File: config.mk
export PLATFORM = sky130hd
export DESIGN_NAME = cpu_bus_bridge_flat
export DESIGN_NICKNAME = d
export VERILOG_FILES = /design/src/rtl/cpu_bus_bridge_if.sv /design/src/rtl/cpu_bus_bridge.sv /design/src/flat_wrapper.sv
export SDC_FILE = /design/constraint.sdc
export NUM_CORES = 1
export LEC_CHECK = 0
export ABC_AREA = 1
export CAP_MARGIN = 20
export CORE_AREA = 2 2 126 128
export CTS_BUF_LIST = sky130_fd_sc_hd__clkbuf_4 sky130_fd_sc_hd__clkbuf_8
export CTS_CLUSTER_DIAMETER = 60
export DETAILED_ROUTE_END_ITERATION = 12
export DIE_AREA = 0 0 128 130
export PLACE_DENSITY = 0.83
export SYNTH_ARGS = -nofsm -noshare
export SYNTH_HDL_FRONTEND = slang
export SYNTH_SLANG_ARGS = --single-unit
File: constraint.sdc
create_clock -name i_clk -period 3.5 [get_ports i_clk]
set_clock_uncertainty 0.2 [all_clocks]
set_input_delay 0.7 -clock i_clk [delete_from_list [all_inputs] [get_ports i_clk]]
set_output_delay 0.7 -clock i_clk [all_outputs]
set_load 0.02 [all_outputs]
File: src/rtl/cpu_bus_bridge_if.sv
// CPU-side request/reply bus: level request strobe held by the core, one-cycle ready pulse back.
interface cpu_bus_bridge_if #(
    parameter int DATA_W = 32,
    parameter int ADDR_W = 32
);
    logic              bus_clk;
    logic              bus_we;
    logic [ADDR_W-1:0] bus_addr;
    logic [DATA_W-1:0] bus_wdata;
    logic [DATA_W-1:0] bus_rdata;
    logic              bus_data_ready;

    modport master (
        output bus_clk, bus_we, bus_addr, bus_wdata,
        input  bus_rdata, bus_data_ready
    );

    modport slave (
        input  bus_clk, bus_we, bus_addr, bus_wdata,
        output bus_rdata, bus_data_ready
    );
endinterface

File: src/rtl/cpu_bus_bridge.sv
// Decodes one CPU request at a time to memory (fixed wait), I/O (req/ack with timeout) or open bus.
// Ready pulses 2+MEM_WAIT edges after the request edge for memory; the core holds its request until then.
module cpu_bus_bridge #(
    parameter int                  DATA_W     = 32,
    parameter int                  ADDR_W     = 32,
    parameter logic [ADDR_W-1:0]   MEM_SIZE   = 32'h0001_0000,
    parameter int                  MEM_WAIT   = 0,
    parameter logic [ADDR_W-1:0]   IO_BASE    = 32'hFFFF_0000,
    parameter logic [ADDR_W-1:0]   IO_SIZE    = 32'h0001_0000,
    parameter int                  IO_TIMEOUT = 64,
    parameter logic [DATA_W-1:0]   OPEN_BUS   = 32'hFFFF_FFFF
) (
    input  logic                   i_clk,
    input  logic                   i_rst,
    cpu_bus_bridge_if.slave        bus_io,
    output logic                   o_mem_en,
    output logic                   o_mem_we,
    output logic [ADDR_W-1:0]      o_mem_addr,
    output logic [DATA_W-1:0]      o_mem_wdata,
    input  logic [DATA_W-1:0]      i_mem_rdata,
    output logic                   o_io_req,
    output logic                   o_io_we,
    output logic [15:0]            o_io_addr,
    output logic [DATA_W-1:0]      o_io_wdata,
    input  logic [DATA_W-1:0]      i_io_rdata,
    input  logic                   i_io_ack,
    input  logic                   i_err_clr,
    output logic                   o_bus_err,
    output logic                   o_busy
);
    localparam int              CNT_W    = $clog2(IO_TIMEOUT + 16);
    localparam logic [CNT_W-1:0] IO_LAST  = CNT_W'(IO_TIMEOUT - 1);
    localparam logic [CNT_W-1:0] MEM_LAST = CNT_W'((MEM_WAIT > 0) ? MEM_WAIT - 1 : 0);

    typedef enum logic [2:0] {
        S_IDLE, S_MEM_ACC, S_MEM_WAIT, S_IO_WAIT, S_RESP, S_RELEASE
    } state_t;

    state_t            state_q, state_d;
    logic [CNT_W-1:0]  cnt_q, cnt_d;
    logic              we_q, we_d;
    logic [ADDR_W-1:0] addr_q, addr_d;
    logic [DATA_W-1:0] wdata_q, wdata_d;
    logic [DATA_W-1:0] rdata_q, rdata_d;
    logic              err_q, err_d;
    logic              rdy_q;
    logic              err_set;

    // Offset arithmetic wraps, so a region ending at the top of the address space decodes correctly.
    logic [ADDR_W-1:0] req_io_off, cap_io_off;
    logic              mem_hit, io_hit;

    assign req_io_off = bus_io.bus_addr - IO_BASE;
    assign cap_io_off = addr_q - IO_BASE;
    assign mem_hit    = bus_io.bus_addr < MEM_SIZE;
    assign io_hit     = req_io_off < IO_SIZE;

    always_ff @(posedge i_clk or posedge i_rst) begin
        if (i_rst) begin
            state_q <= S_IDLE;
            cnt_q   <= '0;
            we_q    <= 1'b0;
            addr_q  <= '0;
            wdata_q <= '0;
            rdata_q <= '0;
            err_q   <= 1'b0;
            rdy_q   <= 1'b0;
        end else begin
            state_q <= state_d;
            cnt_q   <= cnt_d;
            we_q    <= we_d;
            addr_q  <= addr_d;
            wdata_q <= wdata_d;
            rdata_q <= rdata_d;
            err_q   <= err_d;
            rdy_q   <= (state_q == S_RESP);
        end
    end

    always_comb begin
        state_d = state_q;
        cnt_d   = cnt_q;
        we_d    = we_q;
        addr_d  = addr_q;
        wdata_d = wdata_q;
        rdata_d = rdata_q;
        err_set = 1'b0;
        case (state_q)
            S_IDLE: begin
                if (bus_io.bus_clk) begin
                    we_d    = bus_io.bus_we;
                    addr_d  = bus_io.bus_addr;
                    wdata_d = bus_io.bus_wdata;
                    cnt_d   = '0;
                    if (mem_hit) begin
                        state_d = S_MEM_ACC;
                    end else if (io_hit) begin
                        state_d = S_IO_WAIT;
                    end else begin
                        state_d = S_RESP;
                        err_set = 1'b1;
                        if (!bus_io.bus_we) rdata_d = OPEN_BUS;
                    end
                end
            end
            S_MEM_ACC: begin
                if (MEM_WAIT == 0) begin
                    if (!we_q) rdata_d = i_mem_rdata;
                    state_d = S_RESP;
                end else begin
                    cnt_d   = '0;
                    state_d = S_MEM_WAIT;
                end
            end
            S_MEM_WAIT: begin
                if (cnt_q == MEM_LAST) begin
                    if (!we_q) rdata_d = i_mem_rdata;
                    state_d = S_RESP;
                end else begin
                    cnt_d = cnt_q + CNT_W'(1);
                end
            end
            S_IO_WAIT: begin
                // An ack on the final timeout cycle still completes normally.
                if (i_io_ack) begin
                    if (!we_q) rdata_d = i_io_rdata;
                    state_d = S_RESP;
                end else if (cnt_q == IO_LAST) begin
                    err_set = 1'b1;
                    if (!we_q) rdata_d = OPEN_BUS;
                    state_d = S_RESP;
                end else begin
                    cnt_d = cnt_q + CNT_W'(1);
                end
            end
            S_RESP:    state_d = S_RELEASE;
            S_RELEASE: if (!bus_io.bus_clk) state_d = S_IDLE;
            default:   state_d = S_IDLE;
        endcase
        err_d = err_q;
        if (i_err_clr) err_d = 1'b0;
        if (err_set)   err_d = 1'b1;
    end

    assign bus_io.bus_rdata      = rdata_q;
    assign bus_io.bus_data_ready = rdy_q;
    assign o_mem_en    = (state_q == S_MEM_ACC);
    assign o_mem_we    = (state_q == S_MEM_ACC) && we_q;
    assign o_mem_addr  = addr_q;
    assign o_mem_wdata = wdata_q;
    assign o_io_req    = (state_q == S_IO_WAIT);
    assign o_io_we     = (state_q == S_IO_WAIT) && we_q;
    assign o_io_addr   = cap_io_off[15:0];
    assign o_io_wdata  = wdata_q;
    assign o_bus_err   = err_q;
    assign o_busy      = (state_q != S_IDLE);
endmodule
File: src/flat_wrapper.sv
// flat-port wrapper written by rule: the top's interface ports become plain ports
module cpu_bus_bridge_flat 
#(
    parameter int                  DATA_W     = 32,
    parameter int                  ADDR_W     = 32,
    parameter logic [ADDR_W-1:0]   MEM_SIZE   = 32'h0001_0000,
    parameter int                  MEM_WAIT   = 0,
    parameter logic [ADDR_W-1:0]   IO_BASE    = 32'hFFFF_0000,
    parameter logic [ADDR_W-1:0]   IO_SIZE    = 32'h0001_0000,
    parameter int                  IO_TIMEOUT = 64,
    parameter logic [DATA_W-1:0]   OPEN_BUS   = 32'hFFFF_FFFF
)
  (i_clk, i_rst, o_mem_en, o_mem_we, o_mem_addr, o_mem_wdata, i_mem_rdata, o_io_req, o_io_we, o_io_addr, o_io_wdata, i_io_rdata, i_io_ack, i_err_clr, o_bus_err, o_busy, bus_io_bus_clk, bus_io_bus_we, bus_io_bus_addr, bus_io_bus_wdata, bus_io_bus_rdata, bus_io_bus_data_ready);
  cpu_bus_bridge_if #(.DATA_W(DATA_W), .ADDR_W(ADDR_W)) bus_io_i ();
  input  logic i_clk;
  input  logic i_rst;
  output logic o_mem_en;
  output logic o_mem_we;
  output logic [ADDR_W-1:0] o_mem_addr;
  output logic [DATA_W-1:0] o_mem_wdata;
  input  logic [DATA_W-1:0] i_mem_rdata;
  output logic o_io_req;
  output logic o_io_we;
  output logic [15:0] o_io_addr;
  output logic [DATA_W-1:0] o_io_wdata;
  input  logic [DATA_W-1:0] i_io_rdata;
  input  logic i_io_ack;
  input  logic i_err_clr;
  output logic o_bus_err;
  output logic o_busy;
  input wire logic [$bits(bus_io_i.bus_clk)-1:0] bus_io_bus_clk;
  input wire logic [$bits(bus_io_i.bus_we)-1:0] bus_io_bus_we;
  input wire logic [$bits(bus_io_i.bus_addr)-1:0] bus_io_bus_addr;
  input wire logic [$bits(bus_io_i.bus_wdata)-1:0] bus_io_bus_wdata;
  output wire logic [$bits(bus_io_i.bus_rdata)-1:0] bus_io_bus_rdata;
  output wire logic [$bits(bus_io_i.bus_data_ready)-1:0] bus_io_bus_data_ready;
  assign bus_io_i.bus_clk = bus_io_bus_clk;
  assign bus_io_i.bus_we = bus_io_bus_we;
  assign bus_io_i.bus_addr = bus_io_bus_addr;
  assign bus_io_i.bus_wdata = bus_io_bus_wdata;
  assign bus_io_bus_rdata = bus_io_i.bus_rdata;
  assign bus_io_bus_data_ready = bus_io_i.bus_data_ready;
  cpu_bus_bridge #(.DATA_W(DATA_W), .ADDR_W(ADDR_W), .MEM_SIZE(MEM_SIZE), .MEM_WAIT(MEM_WAIT), .IO_BASE(IO_BASE), .IO_SIZE(IO_SIZE), .IO_TIMEOUT(IO_TIMEOUT), .OPEN_BUS(OPEN_BUS)) u_core (.i_clk(i_clk), .i_rst(i_rst), .bus_io(bus_io_i), .o_mem_en(o_mem_en), .o_mem_we(o_mem_we), .o_mem_addr(o_mem_addr), .o_mem_wdata(o_mem_wdata), .i_mem_rdata(i_mem_rdata), .o_io_req(o_io_req), .o_io_we(o_io_we), .o_io_addr(o_io_addr), .o_io_wdata(o_io_wdata), .i_io_rdata(i_io_rdata), .i_io_ack(i_io_ack), .i_err_clr(i_err_clr), .o_bus_err(o_bus_err), .o_busy(o_busy));
endmodule
======== Word-level counts from Yosys, hierarchy flattened ========
Cells that the tools add are included.
storage, ports and cells
  register bits after elaboration ......... 109
  input port bits ......................... 134
  output and inout bits ................... 151
  word-level logic and storage cells ...... 74
cells by class
  add/subtract/negate cells ............... 3
  order comparisons ....................... 2
  eq/ne operators ......................... 17
  mux-type cells .......................... 32
  reductions and logical operators ........ 12
operator list
  operator                                                                 number
  32-bit two-way mux                                                       10
  32-bit one-hot mux with 4 select lines                                   1
  32-bit by 17-bit < comparator with 1-bit output, second input constant   2
  32-bit subtractor, second input constant                                 1
  7-bit two-way mux                                                        4
  3-bit two-way mux                                                        7
  7-bit one-hot mux with 3 select lines                                    1
  2-bit inequality test, second input constant                             9
  3-bit one-hot mux with 6 select lines                                    1
  16-bit by 1-bit subtractor with 16-bit output, second input constant     1
  8-bit AND reduction                                                      1
  7-bit by 1-bit adder with 7-bit output, second input constant            1
  7-bit by 6-bit == test with 1-bit output, second input constant          1
  7-bit zero test                                                          1
  1-bit two-way mux                                                        7
  3-bit by 2-bit == test with 1-bit output, second input constant          2
  3-bit == test, second input constant                                     2
  3-bit nonzero test                                                       2
  5-bit AND reduction                                                      1
  4-bit AND reduction                                                      1
  4-bit nonzero test                                                       1
  3-bit by 1-bit == test with 1-bit output, second input constant          1
  3-bit zero test                                                          1
  3-bit by 1-bit inequality test with 1-bit output, second input constant  1
  5 further kinds                                                          6

======== Logic depth before layout (Yosys ltp) ========
Gate-level depths: netlist of run 1.
  word-level depth ........................ 7
  depth in mapped cells ................... 13
  gate-level depth less buffers ........... 11

======== Worst setup path before layout of run 1 ========
No wires, ideal clock.
  path type ............................... register to output
  start ................................... reg u_core.state_q[1]
  end ..................................... out o_mem_we
  arrival time ............................ 1100 ps
  path slack .............................. 1500 ps
  stages on the path, launching flop included .. 4
  cell sequence ........................... dfrtp_1 > inv_1 > nand2_1 > nor3b_1
on the way
  cells in the longest elaborated chain, start to end .. 2
ends and longest elaborated chain
  element                                   line                   RTL
  start, declared                           cpu_bus_bridge.sv:39   state_t state_q, state_d;
  start signal, assigned                    cpu_bus_bridge.sv:69   state_q <= state_d;
  3-bit by 1-bit == test with 1-bit output  cpu_bus_bridge.sv:148  assign o_mem_we = (state_q == S_MEM_ACC) && we_q;
  1-bit logical AND                         cpu_bus_bridge.sv:148
  end, declared                             flat_wrapper.sv:18     output logic o_mem_we;
No other way between the ends.

======== Worst setup path in the final report of run 1 ========
  start ................................... reg u_core.state_q[2]
  end ..................................... out o_io_we
on the way
  cells in the longest elaborated chain, start to end .. 2
ends and longest elaborated chain
  element                                   line                   RTL
  3-bit by 2-bit == test with 1-bit output  cpu_bus_bridge.sv:152  assign o_io_we = (state_q == S_IO_WAIT) && we_q;
  1-bit logical AND                         cpu_bus_bridge.sv:152
  end, declared                             flat_wrapper.sv:23     output logic o_io_we;
No other way between the ends.

==> metrics.txt, run 1 <==
Hold WS=276 ps; Setup TNS=0 ps; WL per Instance=15.3 um; leak pwr=between 3 and 4 nW; most frequent cells in the layout=324 x nand2_1, 284 x clkdlybuf4s50_1, 109 x dfrtp_1, 44 x o21ai_0, 41 x nand3_1; final cycle utilization of the critical path=91.9%; Initial DRC Count=slightly above 300; I/O Pins=285; Longest Clk Path Bufs=2; Pwr Total=7.17 mW; Slew Limit Fails=0; CTS Hold Bufs=0; Max Cap Viol=0; post-synthesis simple-gate area fraction=32.9%; Pwr Density=~850 nW/um2; Synth Area in Compound Gates=5.51%; GP Congestion=0.859; Mapped Avg Cell Area=7.79 um2; Total GRT Usage=20.4%; Final Hold Viols=0; hold crit path type=register to register; Remaining DRCs=0; final net count=1072; Slew HR=approximately 54%; core region area=15400 um2; WS Path Type=register to output pin; first-pass GRT wire length=26.6 mm; status=finished clean; largest area contributor in the netlist=dfrtp_1; power share of the clock group=9.8%; clk root buf=clkbuf_8; Reg power frac=31.3%; min Tclk post-route=3220 ps; GRT overflow=0; Pre-antenna DRT Iters=5; HPWL Detailed=roughly 13 mm; # clock sinks=between 100 and 150; vias in the first global route=5013; Final setup viols=0; peak supply drop=around 0.00036 V; largest family of logic cells by synthesized area=simple AND/OR/NAND/NOR gates; initial antenna violation count=0; crit path DAT=2320 ps; share of cells above drive strength 1=4.47%; Power Internal=roughly 4.0 mW; final wirelength=17.4 mm; Startpoint Class=register; sw power=around 3.2 mW; Synth Cell Area=5590 um2; CTS H-tree depth=3; synth warn=0; Logic pwr share=58.9%; die width=128 um; Worst-Margin Slew=691 ps; worst skew pair latency=370 ps; mux cell area share after synthesis=0%; CTS tree=built; Resized cells post-CTS=0; xor-xnor portion of the synthesized cell area=0.157%; synthesis-stage register bit count=109; RSZ-0062 raised after global routing=no; Synth area leaders=dfrtp_1 49%, nand2_1 22%, buf_4 7.5%, o21ai_0 3.9%, nand4_1 3.9%; Layout area overhead=50.2%; Post-Synth Adder-Cell Area=0.448%; most common cell after layout, fill and taps aside=nand2_1; row cnt=46; Die Y=130 um; Crit Path Max Fanout=15; die footprint=16600 um2; required time of the critical path=2600 ps; library cells used by synthesis=29; number of CTS-inserted buffers=9; post-CTS setup buffers=0; fmax=~310 MHz; Detail Route Antenna Nets=0; sw frac=~44%; pin count of the biggest net entering global routing=60; nature of the critical path endpoint=output pin; Port Buffers=about 280; net count after synthesis=853; Cells after Synth=717; Seq/Total Area, Yosys=48.8%; vias per inst=4.88; Synth top area share=48.8%; initial core utilization=36.2%; via count=5525; clock slew at reported path FFs=around 100 ps
[state kept, by name, summed over array words and instances, names as in the netlist]
name,flops
u_core.bus_io.bus_rdata,32
u_core.o_io_wdata,32
u_core.o_mem_addr,32
u_core.cnt_q,7
u_core.state_q,3
u_core.bus_io.bus_data_ready,1
u_core.o_bus_err,1
u_core.we_q,1
[metrics by stage]
stage	cells	util, %	area [um2]	setup slack [ps]
final	1132	54.4	8390	282
after global routing	1131	54.4	8390	122
after CTS	1131	54.4	8390	251
after detailed placement	1117	53.3	8220	380
after global placement	1117	53.3	8220	437
after floorplan	717	-	5590	1280
[synth_stat cells (all sizes together)]
cell and number:
o31ai 1, nor3 2, ha 2, dfrtp 109, nand2 326, nor3b 1, xor2 1, nand3 42
o221ai 1, buf 68, o21bai 1, o21ai 51, inv 27, nand4 35, a21oi 5, clkbuf 18
nor2 27
[worst max-delay path: stages, from the launching register on]
cell and delay, ps:
dfrtp_1 530, inv_4 140, nand2_4 90, nor2_4 300, nand2_1 180, inv_1 90, clkdlybuf4s50_1 620
[final timing paths]
path	start	to	slack [ps]	cells past startpoint
max in group asynchronous	i_rst	u_core.we_q$_DFFE_PP0P_	1860	3
min in group asynchronous	i_rst	u_core.o_io_wdata[5]$_DFFE_PP0P_	580	2
worst min-delay path	u_core.o_mem_addr[30]$_DFFE_PP0P_	u_core.o_mem_addr[30]$_DFFE_PP0P_	280	2
worst min register to register	u_core.o_mem_addr[30]$_DFFE_PP0P_	u_core.o_mem_addr[30]$_DFFE_PP0P_	280	2
worst max-delay path	u_core.state_q[2]$_DFFE_PP0P_	o_io_we	280	6
worst max register to register	u_core.state_q[2]$_DFFE_PP0P_	u_core.bus_io.bus_rdata[7]$_DFFE_PP0P_	960	11
[kinds of logic (layout without fill, tap and decap cells)]
kind of cell / after synthesis / after routing
adders and majority gates: 2 / 2
other: 0 / 1
AOI/OAI and AO/OA: 59 / 59
and+or+nand+nor: 433 / 433
xor gates and xnor gates: 1 / 1
buffers and inverters: 113 / 335
DFF: 109 / 109
[per-layer routing]
metal | global-route usage (%) | share of wire [%] | wire, um | up-vias
met5 | 0 | 0 | 0 | -
met4 | 6.46 | 2.1 | 357 | 0
met3 | 6.60 | 8.9 | 1550 | 25
met2 | 33.8 | 48 | 8250 | 247
met1 | 25.6 | 42 | 7210 | 2574
li1 | - | - | - | 2679
[cell type report]
cell class / count / area, um2
fillers: 1412 / 7030
repair buffers: 294 / 2960
flip-flops and latches: 109 / 2730
multi-input cells: 495 / 2190
well taps: 192 / 240
clock buffers: 11 / 145
inverters: 27 / 108
clock inverters: 3 / 23.8
diodes: 1 / 2.50
[power groups by stage]
stage | Combinational [mW] | Clock (mW) | Sequential, mW
global route | 4.54 | 0.776 | 2.32
finish | 4.23 | 0.701 | 2.25
CTS | 4.27 | 0.734 | 2.25
detailed placement | 4.27 | 0 | 2.26
floorplan | 1.88 | 0 | 2.85
global placement | 4.19 | 0 | 2.25
(Power assumes the default switching activity.)
==> run 2: changes to the inputs <==
CELL_PAD_IN_SITES_DETAIL_PLACEMENT = 0   (was default)
CELL_PAD_IN_SITES_GLOBAL_PLACEMENT = 1   (was default)
CORE_AREA = 2 2 145 147   (was 2 2 126 128)
DIE_AREA = 0 0 147 149   (was 0 0 128 130)
PLACE_DENSITY = 0.85   (was 0.83)
clock period = 3.7 ns   (was 3.5 ns; I/O delays follow)
==> run 2 against run 1 <==
Critical path depth fell by 1. Final cell count rose by 7.3%. Design area rose by 1.1%. Sequential share of layout area fell by 0.35 points. Count of clock-buffer cells in the layout fell by 2. Critical path type unchanged. Highest routed layer unchanged.
==> metrics.txt, run 2 (same netlist as run 1, synthesis figures left out) <==
CP cell instances=inv_4 -> nand2_4 -> nor2_4 -> buf_4 -> clkdlybuf4s50_1; first-pass GRT wire length=27.6 mm; row cnt=53; Detail Route Antenna Nets=0; # clock sinks=109; GP Congestion=0.763; initial antenna violation count=0; GR met1 Demand/Resource=20.7%; min Tclk post-route=3220 ps; Resized cells post-CTS=0; CTS Hold Bufs=0; Die Y=149 um; hold crit path type=register to register; I/O Pins=285; via count=5358; initial core utilization=27.2%; GRT overflow=0; Slew HR=54.2%; Hold WS=279 ps; Inst Count DP=1200; leak pwr=~3.8 nW; Pwr Density=799 nW/um2; Max Cap Viol=0; Pre-antenna DRT Iters=6; Total GRT Usage=15.9%; CTS tree=built; Crit Path Max Fanout=36; met2 Resource Use GR=25.5%; status=finished clean; Pwr Total=6.78 mW; fmax=310 MHz; Layout area overhead=51.8%; core region area=around 20000 um2; pin count of the biggest net entering global routing=110; nature of the critical path endpoint=output pin; most common cell after layout, fill and taps aside=nand2_1; Worst-Margin Slew=about 690 ps; Remaining DRCs=0; die footprint=between 20000 and 25000 um2; Port Buffers=284; share of cells above drive strength 1=4.57%; Final Hold Viols=0; number of diodes=0; HPWL Detailed=~13 mm; die width=roughly 150 um; final wirelength=~18 mm; WS Path Type=register to output pin; worst skew pair latency=380 ps; CTS H-tree depth=3; CP max-delay cell=clkdlybuf4s50_1; most frequent cells in the layout=324 x nand2_1, 284 x clkdlybuf4s50_1, 109 x dfrtp_1, 44 x o21ai_0, 41 x nand3_1; grt met3 use=5.26%; Final setup viols=0; RSZ-0062 raised after global routing=no; Longest Clk Path Bufs=2; vias in the first global route=5045; post-CTS setup buffers=0; Layout Cells excl Fill=between 1000 and 1500; clk root buf=clkbuf_8; Startpoint Class=register; WL per Instance=14.4 um; number of CTS-inserted buffers=9; clock slew at reported path FFs=110 ps; Max stage delay on crit path=670 ps; final net count=1072; Initial DRC Count=187; Setup TNS=0 ps; peak supply drop=about 0.00026 V; required time of the critical path=about 2800 ps; Slew Limit Fails=0; grt peak-use layer=met2; crit path DAT=between 2000 and 2500 ps; vias per inst=4.41; final cycle utilization of the critical path=87.1%
[run 2: path summary, 6_finish.rpt]
kind / slack, ps / endpoint / start / cells after the start
worst max-delay path: 480 / o_io_req / u_core.state_q[2]$_DFFE_PP0P_ / 5
worst min-delay path: 280 / u_core.o_mem_addr[26]$_DFFE_PP0P_ / u_core.o_mem_addr[26]$_DFFE_PP0P_ / 2
worst max register to register: 1070 / u_core.bus_io.bus_rdata[0]$_DFFE_PP0P_ / u_core.state_q[2]$_DFFE_PP0P_ / 11
worst min register to register: 280 / u_core.o_mem_addr[26]$_DFFE_PP0P_ / u_core.o_mem_addr[26]$_DFFE_PP0P_ / 2
max in group asynchronous: 2160 / u_core.o_mem_addr[13]$_DFFE_PP0P_ / i_rst / 3
min in group asynchronous: 660 / u_core.o_io_wdata[4]$_DFFE_PP0P_ / i_rst / 3
[run 2: metal layers]
layer  part of all wire [%]  vias up
li1                       -     2675
met1                     44     2451
met2                     45      219
met3                    8.9       13
met4                    1.4        0
met5                      0        -
[run 2: stage by stage]
stage	worst slack, ps	instance area [um2]	utilization (%)
floorplan	1440	5590	-
global placement	454	8310	40.4
detailed placement	451	8310	40.4
CTS	467	8480	41.3
global route	349	8480	41.3
finish	477	8480	41.3
[run 2: power by group]
group / switching, mW / internal (mW)
clock: 0.447 / 0.248
sequential: 0.384 / 1.72
combinational: 2.18 / 1.79
[run 2: final cells by class]
| type | instances | area, um2 |
|---|---|---|
| well taps | 275 | 344 |
| flip-flops and latches | 109 | 2730 |
| inverters | 27 | 108 |
| repair buffers | 294 | 2940 |
| clock buffers | 9 | 124 |
| multi-input cells | 495 | 2190 |
| fillers | 2112 | 12100 |
| clock inverters | 6 | 47.5 |
[run 2: worst max-delay path: cells and delay by family, from the launching register on]
kind,cells,cell delay (ps)
buffers and inverters,3,1130
and+or+nand+nor,2,190
DFF,1,560
==> run 3: changes to the inputs <==
CAP_MARGIN = 5   (was 20)
SKIP_LAST_GASP = 1   (was default)
==> results of run 3 <==
Same layout as run 2: the final DEF is identical, and so are final timing and power.
